==> src/rtl/tcm_arb_pkg.sv <==
// rtl/tcm_arb_pkg.sv - shared types and default window constants for the TCM port-1 arbiter
package tcm_arb_pkg;

    localparam logic [31:0] BASE_ADDR = 32'h0000_0000;
    localparam int          WIN_BITS  = 16;

    typedef enum logic {
        OWN_D = 1'b0,
        OWN_L = 1'b1
    } owner_t;

    typedef struct packed {
        logic [31:0] addr;
        logic [31:0] wdata;
        logic [3:0]  wstrb;
    } tcm_req_t;

endpackage

==> src/rtl/rr_arb2.sv <==
// rtl/rr_arb2.sv - two-way round-robin arbiter with loader lock and last-grant register
module rr_arb2
    import tcm_arb_pkg::*;
(
    input  logic       clk,
    input  logic       rst_n,
    input  logic       en,
    input  logic       req_d,
    input  logic       req_l,
    input  logic       lock,
    output logic [1:0] grant
);

    owner_t last_grant;

    always_comb begin
        grant = 2'b00;
        if (en) begin
            // A locked loader burst keeps the port even when D is waiting.
            if (last_grant == OWN_L && lock && req_l) begin
                grant = 2'b10;
            end else if (req_d && req_l) begin
                grant = (last_grant == OWN_D) ? 2'b10 : 2'b01;
            end else if (req_d) begin
                grant = 2'b01;
            end else if (req_l) begin
                grant = 2'b10;
            end
        end
    end

    always_ff @(posedge clk or negedge rst_n) begin
        if (!rst_n) begin
            last_grant <= OWN_L;
        end else if (|grant) begin
            last_grant <= grant[1] ? OWN_L : OWN_D;
        end
    end

endmodule

==> src/rtl/tcm_port_arb.sv <==
// rtl/tcm_port_arb.sv - port-1 arbiter/sequencer for the dual-port TCM (data stage vs. loader)
module tcm_port_arb
    import tcm_arb_pkg::owner_t;
    import tcm_arb_pkg::tcm_req_t;
    import tcm_arb_pkg::OWN_D;
    import tcm_arb_pkg::OWN_L;
#(
    parameter logic [31:0] BASE_ADDR = tcm_arb_pkg::BASE_ADDR,
    parameter int          WIN_BITS  = tcm_arb_pkg::WIN_BITS
) (
    input  logic                  clk_i,
    input  logic                  rst_i,
    input  logic                  d_valid_i,
    input  logic                  l_valid_i,
    output logic                  d_ready_o,
    output logic                  l_ready_o,
    input  logic [31:0]           d_addr_i,
    input  logic [31:0]           l_addr_i,
    input  logic [31:0]           d_wdata_i,
    input  logic [31:0]           l_wdata_i,
    input  logic [3:0]            d_wstrb_i,
    input  logic [3:0]            l_wstrb_i,
    input  logic                  l_lock_i,
    output logic                  d_rvalid_o,
    output logic                  l_rvalid_o,
    output logic [31:0]           d_rdata_o,
    output logic [31:0]           l_rdata_o,
    output logic                  d_err_o,
    output logic                  l_err_o,
    output logic [WIN_BITS-3:0]   ram_addr_o,
    output logic [31:0]           ram_data_o,
    output logic [3:0]            ram_wr_o,
    input  logic [31:0]           ram_data_i,
    output logic [15:0]           d_grants_o,
    output logic [15:0]           l_grants_o
);

    tcm_req_t            d_req, l_req, sel;
    logic [1:0]          grant;
    logic                accept, in_win, do_ram;
    logic [31:0]         offset;
    logic [WIN_BITS-3:0] addr_q;
    logic [31:0]         data_q;
    logic                pend_valid, pend_err;
    owner_t              pend_owner;

    assign d_req = '{addr: d_addr_i, wdata: d_wdata_i, wstrb: d_wstrb_i};
    assign l_req = '{addr: l_addr_i, wdata: l_wdata_i, wstrb: l_wstrb_i};

    // Reset gates the grant so no ready can leak out while rst_i is low.
    rr_arb2 u_arb (
        .clk   (clk_i),
        .rst_n (rst_i),
        .en    (rst_i),
        .req_d (d_valid_i),
        .req_l (l_valid_i),
        .lock  (l_lock_i),
        .grant (grant)
    );

    assign d_ready_o = grant[0];
    assign l_ready_o = grant[1];
    assign accept    = |grant;
    assign sel       = grant[1] ? l_req : d_req;

    // Unsigned wrap makes addresses below BASE_ADDR land out of window too.
    assign offset = sel.addr - BASE_ADDR;
    assign in_win = (offset >> WIN_BITS) == 32'd0;
    assign do_ram = accept && in_win;

    assign ram_addr_o = do_ram ? offset[WIN_BITS-1:2] : addr_q;
    assign ram_data_o = do_ram ? sel.wdata : data_q;
    assign ram_wr_o   = do_ram ? sel.wstrb : 4'b0000;

    always_ff @(posedge clk_i or negedge rst_i) begin
        if (!rst_i) begin
            addr_q     <= '0;
            data_q     <= '0;
            pend_valid <= 1'b0;
            pend_owner <= OWN_D;
            pend_err   <= 1'b0;
            d_grants_o <= '0;
            l_grants_o <= '0;
        end else begin
            pend_valid <= accept;
            if (accept) begin
                pend_owner <= grant[1] ? OWN_L : OWN_D;
                pend_err   <= !in_win;
            end
            if (do_ram) begin
                addr_q <= offset[WIN_BITS-1:2];
                data_q <= sel.wdata;
            end
            if (grant[0] && d_grants_o != 16'hFFFF) d_grants_o <= d_grants_o + 16'd1;
            if (grant[1] && l_grants_o != 16'hFFFF) l_grants_o <= l_grants_o + 16'd1;
        end
    end

    assign d_rvalid_o = pend_valid && pend_owner == OWN_D;
    assign l_rvalid_o = pend_valid && pend_owner == OWN_L;
    assign d_err_o    = d_rvalid_o && pend_err;
    assign l_err_o    = l_rvalid_o && pend_err;
    assign d_rdata_o  = (d_rvalid_o && !pend_err) ? ram_data_i : 32'd0;
    assign l_rdata_o  = (l_rvalid_o && !pend_err) ? ram_data_i : 32'd0;

endmodule

==> config.mk <==
export PLATFORM = sky130hd
export DESIGN_NAME = tcm_port_arb
export DESIGN_NICKNAME = d
export VERILOG_FILES = /design/src/rtl/tcm_arb_pkg.sv /design/src/rtl/rr_arb2.sv /design/src/rtl/tcm_port_arb.sv
export SDC_FILE = /design/constraint.sdc
export NUM_CORES = 1
export LEC_CHECK = 0
export ABC_CLOCK_PERIOD_IN_PS = 2300
export CAP_MARGIN = 15
export CORE_AREA = 2 2 127 129
export DETAILED_ROUTE_END_ITERATION = 8
export DIE_AREA = 0 0 129 131
export PLACE_DENSITY = 0.74
export SYNTH_ARGS = -nofsm -noshare
export SYNTH_HDL_FRONTEND = slang
export SYNTH_HIERARCHICAL = 1
export SYNTH_SLANG_ARGS = --single-unit
==> constraint.sdc <==
create_clock -name clk_i -period 2.3 [get_ports clk_i]
set_clock_uncertainty 0.15 [all_clocks]
set_input_delay 0.23 -clock clk_i [delete_from_list [all_inputs] [get_ports clk_i]]
set_output_delay 0.23 -clock clk_i [all_outputs]
set_load 0.005 [all_outputs]
==> metrics.txt <==
status=finished with violations; failing checks=negative setup slack; Clk pin slew, worst setup/hold paths=~0.060 ns; Core ar.=15600 um^2; Die X=around 130 um; Die ar.=16900 um^2; # H-tree levels=3; std cell rows=46; Vias/cell=4.74; drt drc=0; Synth Net Count=between 500 and 600; Util after Layout=around 62%; vias in the first global route=around 5000; Cells after Synth=roughly 400; delay-heaviest family, CP=flip-flops; DR pass1 iterations=4; RSZ-0062 raised after global routing=yes; nets@finish=slightly below 1000; GRT overflow=0; Gate power share=23.0%; fraction of the yosys area taken by sequential cells=44.5%; Die H=131 um; clock share of power=~35%; DRT antenna net count=0; largest cells by area after synthesis=dfrtp_1, mux2_2, and2_1; clk_lat worst skew=~0.33 ns; Max Cap Viol=0; worst-path cell chain=nand2b_4 -> o211a_4 -> nor4b_4 -> nand4_1 -> o22ai_4 -> buf_4 -> buf_8 -> buf_4 -> mux2_4 -> buf_6; Yosys top cell area share=a little over two fifths; switch share=between 20% and 30%; Final Power=between 4 and 5 mW; Buf+Inv Stages, Crit Path=4; IO buf count=320; initial antenna violation count=3; main flop type after synthesis=dfrtp_1; P&R area growth vs syn=109%; CP dominant cell by count=buf_4; Starting DRT DRC Count=197; met1 Usage GRT=a little over a quarter; Rel. slew slack=around 57%; Worst-Margin Slew=~0.64 ns; CP Depth=10; async set or reset register ratio after synthesis=100%; min cycle time layout=3.03 ns; GRT Max-Usage Layer=met2; fmax=330 MHz; yosys synthesis warning count=6; kind of critical path=reg -> out; Pint=~3.0 mW; largest area contributor in the netlist=dfrtp_1; clk root buf=clkbuf_16; P per Cell Area=416 nW/um^2; crit path capture type=output pin; clk buf depth=2; Final setup viols=96; Netlist cell types=40; Hold Crit Depth=3; Avg WL per Cell=about 20 um; CP max-delay cell=dfstp_2; WP data required=between 1.5 and 2 ns; CTS buffer count=9; setup TNS=-39.24 ns; fin worst setup slack=-0.734 ns; CTS tree=yes; routability cong.=0.838; share of cells above drive strength 1=~34%; Syn Area/Cell=about 12 um^2; VDD IR max=0.248 mV; gr usage total=between 20% and 30%; Commonest cells post-synth=mux2_2, dfrtp_1, and2_1, xnor2_1, nand2_1; Post-synth EDFFs=0; Final period util=132%; CP Max Fanout=5; Vias=around 4800; Total Wirelength=20600 um; Leakage=approximately 5.2 nW; worst endpoint data arrival time=2.65 ns; Starting Density=29.6%; count leader, synth=mux2_2; CP Launch Type=flop; Synth Register Bits=82; largest net degree at the start of global routing=43; Min Hold Slack=~0.13 ns; GR Util met2=between 40% and 50%; met3 Resource Use GR=between 5 and 6%; Psw=1.01 mW; Flop pwr share=a little over two fifths; worst hold path class=in -> reg; CP peak stage delay=between 0.5 and 0.6 ns; cell area after synthesis=around 4600 um^2; first-pass GRT wire length=28500 um; post-DP HPWL=~15000 um; final hold vios=0; Worst Reg-to-Reg Cells=9; fin. max-slew vios=0; I/O pins=around 330; TritonCTS Sinks=82
layout by cell type (no fill, tap or decap), types with 10 or more instances in the layout:
master	count
clkbuf_16	12
and2_1	65
dlymetal6s2s_1	61
mux2_4	46
clkdlybuf4s50_1	204
nand3_1	10
buf_4	45
mux2_2	53
nand4_1	10
nand2_1	16
dfrtp_1	81
buf_6	70
xnor2_1	21
registers in the layout (all words and copies together), names as in the netlist:
name,count
data_q,32
d_grants_o,16
l_grants_o,16
addr_q,14
pend_err,1
pend_owner,1
pend_valid,1
u_arb/last_grant,1
final timing paths:
check                                  from          endpoint  slack [ns]
min reg2reg                       addr_q[8]         addr_q[8]        0.35
min in group asynchronous             rst_i  u_arb/last_grant        0.32
max in group asynchronous             rst_i         addr_q[2]        1.11
min                                   rst_i  u_arb/last_grant        0.13
max reg2reg                u_arb/last_grant        data_q[30]       -0.19
max                        u_arb/last_grant    ram_data_o[11]       -0.73
per-stage QoR:
stage	worst slack, ns	std cells	area [um^2]
after floorplan	-0.222	399	4770
after global placement	-0.980	938	8310
after detailed placement	-1.07	938	8310
after CTS	-0.813	986	9170
after global routing	-0.848	1017	9630
final	-0.734	1018	9630
worst register-to-register path, cell delays in order (launching register included):
cell,delay (ns)
dfstp_2,0.56
nand2b_4,0.07
o211a_4,0.25
nor4b_4,0.21
nand4_1,0.17
o22ai_4,0.23
buf_6,0.17
buf_12,0.14
mux2_4,0.32
buf_6,0.12
power groups by stage:
stage | clock network [mW] | registers, mW | logic [mW]
2_1_floorplan | 0 | 1.68 | 0.260
3_3_place_gp | 0 | 1.68 | 0.874
3_5_place_dp | 0 | 1.69 | 0.892
4_1_cts | 1.46 | 1.67 | 0.921
5_1_grt | 1.52 | 1.68 | 0.988
6_report | 1.42 | 1.67 | 0.921
final cells by class:
cell class / count / area, um^2
inverters: 2 / 7.51
diodes: 1 / 2.50
clock inverters: 5 / 55.1
fillers: 1214 / 5960
flip-flops and latches: 82 / 2050
repair buffers: 404 / 4320
clock buffers: 11 / 233
multi-input cells: 297 / 2690
well taps: 216 / 270
per-layer routing:
metal	vias up	share of wire, %
met4	0	2.2
met5	-	0
met3	32	7.9
met1	2336	38
met2	251	52
li1	2206	-
cell families after synthesis:
group / after synthesis / share of synthesized area (%)
fa+ha+maj: 2 / 0.543
compound gates: 17 / 3.15
simple gates: 151 / 19.5
flops: 82 / 44.5
buf+inv: 20 / 2.66
mux: 100 / 24.4
xor+xnor: 27 / 5.13
repair_timing:
| item | in CTS | in global routing |
|---|---|---|
| buffers inserted | 24 | 33 |
| cloned | 8 | 4 |
| pin swaps | 4 | 5 |
| hold buffers | 1 | 0 |
| resized for setup | 298 | 99 |
| endpoints found under the hold margin | 82 | 0 |
| setup endpoints to repair | 138 | 175 |
Power figures use the tool's default switching activity.
==> RTL change, RTL diff (same settings) <==
Make the reset (`rst_i` and `rst_n`) synchronous in 2 clocked blocks.
--- a/src/rtl/rr_arb2.sv
+++ b/src/rtl/rr_arb2.sv
@@ -31,3 +31,3 @@
 
-    always_ff @(posedge clk or negedge rst_n) begin
+    always_ff @(posedge clk) begin
         if (!rst_n) begin
--- a/src/rtl/tcm_port_arb.sv
+++ b/src/rtl/tcm_port_arb.sv
@@ -74,3 +74,3 @@
 
-    always_ff @(posedge clk_i or negedge rst_i) begin
+    always_ff @(posedge clk_i) begin
         if (!rst_i) begin
Function: differs if rst_i is asserted again (counterexample within 4 cycles, from zero or initial values and one cycle with rst_i low); with rst_i held inactive, the same outputs for 10 cycles.
==> RTL change against the original RTL <==
The run still ends with negative setup slack left. Sequential power fell by 14%. Fmax decreased by 1.2%. Routed wire length increased by 5.7%. Count of clock-buffer cells in the layout grew 3. Power shrank 7.8%. Register-to-register slack worse by 0.08 ns. Design area increased by 11%. Worst setup slack got worse by 0.036 ns. Core utilization rose by 6.8 points. Hold slack got worse by 0.0047 ns. Area after synthesis up 17%. Sequential cell count unchanged. Largest power group is now clock.
==> RTL change: results (changes against the original RTL) <==
metric,value,unit,change
multi_input_area_share,36.1,%,+8.1 points
antenna_found_initial,2,,-1
synth_flop_cell,dfxtp_1,,
ys_async_sr_fraction,0,%,-100 points
timing.rr.start,u_arb/last_grant$_SDFFE_PN1P_,,
regArea,1640,um^2,-20%
io_buffer_count,320,,unchanged
cts_setup_buffers,30,,+25%
synthAdderAreaFrac,0.466,%,-0.077 points
slowest_stage,dfxtp_2,,
dpl_cell_area,9300,um^2,+12%
hold_path_class,input pin to register,,
p_leak,4.53,nW,-14%
syn-num-nets,795,,+39%
nNonClkBuffers,450,,+11%
drive_gt1_share,31.6,%,-2.2 points
final_cells,1263,,+24%
synth_cell_type_count,46,,+15%
p_sw_share,23.1,%,-2.2 points
grt_pass1_wl,31200,um,+9.5%
setup_ws,-0.769,ns,-0.0356 ns
use_met3,5.50,%,-0.37 points
muxShareOfSynthArea,30.7,%,+6.3 points
cpMostUsedCell,buf_6,,
clk_pin_slew,0.06,ns,about the same
seq_area_frac_synth,30.6,%,-14 points
wl_per_cell,17.2,um,-15%
ir_worst_vdd,373,uV,+50%
vias_per_cell,4.97,,+4.9%
p_comb,777,uW,-16%
synth_xor_area_share,0,%,-5.1 points
grt_pass1_vias,5818,,+15%
grt_usage,23.9,%,+1.2 points
n_antenna_cell,3,,+2
nMultiInputCombCells,486,,+64%
finalSetupTns,-41.78,ns,-2.54 ns
grtUsageMet2,43.4,%,+2.1 points
crit_family,simple AND/OR/NAND/NOR gates,,
num-clock-buffers,14,,+3
pre_cts_slack,-1.00,ns,+0.0677 ns
tightest_slew,1.13,ns,+0.492 ns
bufAreaShareNonClock,42.8,%,-2.0 points
gp_congestion,0.820,,-2.1%
fill_cells,1209,,-0.41%
hold_path_startpoint,rst_i,,
inverters,10,,+8
nets,1214,,+25%
hpwlAfterDp,15300,um,+4.9%
p_switching,853,uW,-16%
slowest_delay,0.32,ns,-0.24 ns
setup_viol,98,,+2.1%
synth_area_leaders,"dfxtp_1, mux2_2, mux2i_1",,
synth.avg_cell_area,8.66,um^2,-25%
cp_max_fo,7,,+2
arrival,2.69,ns,+0.04 ns
grt_max_degree,118,,+170%
syn_to_final_growth,99.2,%,
status,"complete, but fails checks",,
failed_checks,negative setup slack,,
-- RTL change: cell count changes after synthesis, moves of 11 or more --
cell,before,now
dfrtp_1,81,0
xnor2_1,21,0
nand2_1,16,118
a21oi_1,1,22
dfxtp_1,0,82
mux2i_1,0,60
mux2_1,6,24
mux2_2,94,69
or4_1,1,12
clkbuf_1,10,29
-- RTL change: per-layer routing --
layer | part of all wire (%) | vias to the layer above
li1 | - | 3022
met2 | 51 | 286
met1 | 39 | 2929
met5 | 0.060 | -
met3 | 7.1 | 41
met4 | 2.3 | 2
-- RTL change: worst paths after layout --
path / to / slack [ns] / depth (start not counted)
max: ram_data_o[10] / -0.77 / 10
min: l_grants_o[14]$_SDFFE_PN0P_ / 0.13 / 3
max reg2reg: data_q[24]$_SDFF_PN0_ / -0.27 / 11
min reg2reg: data_q[17]$_SDFF_PN0_ / 0.31 / 2
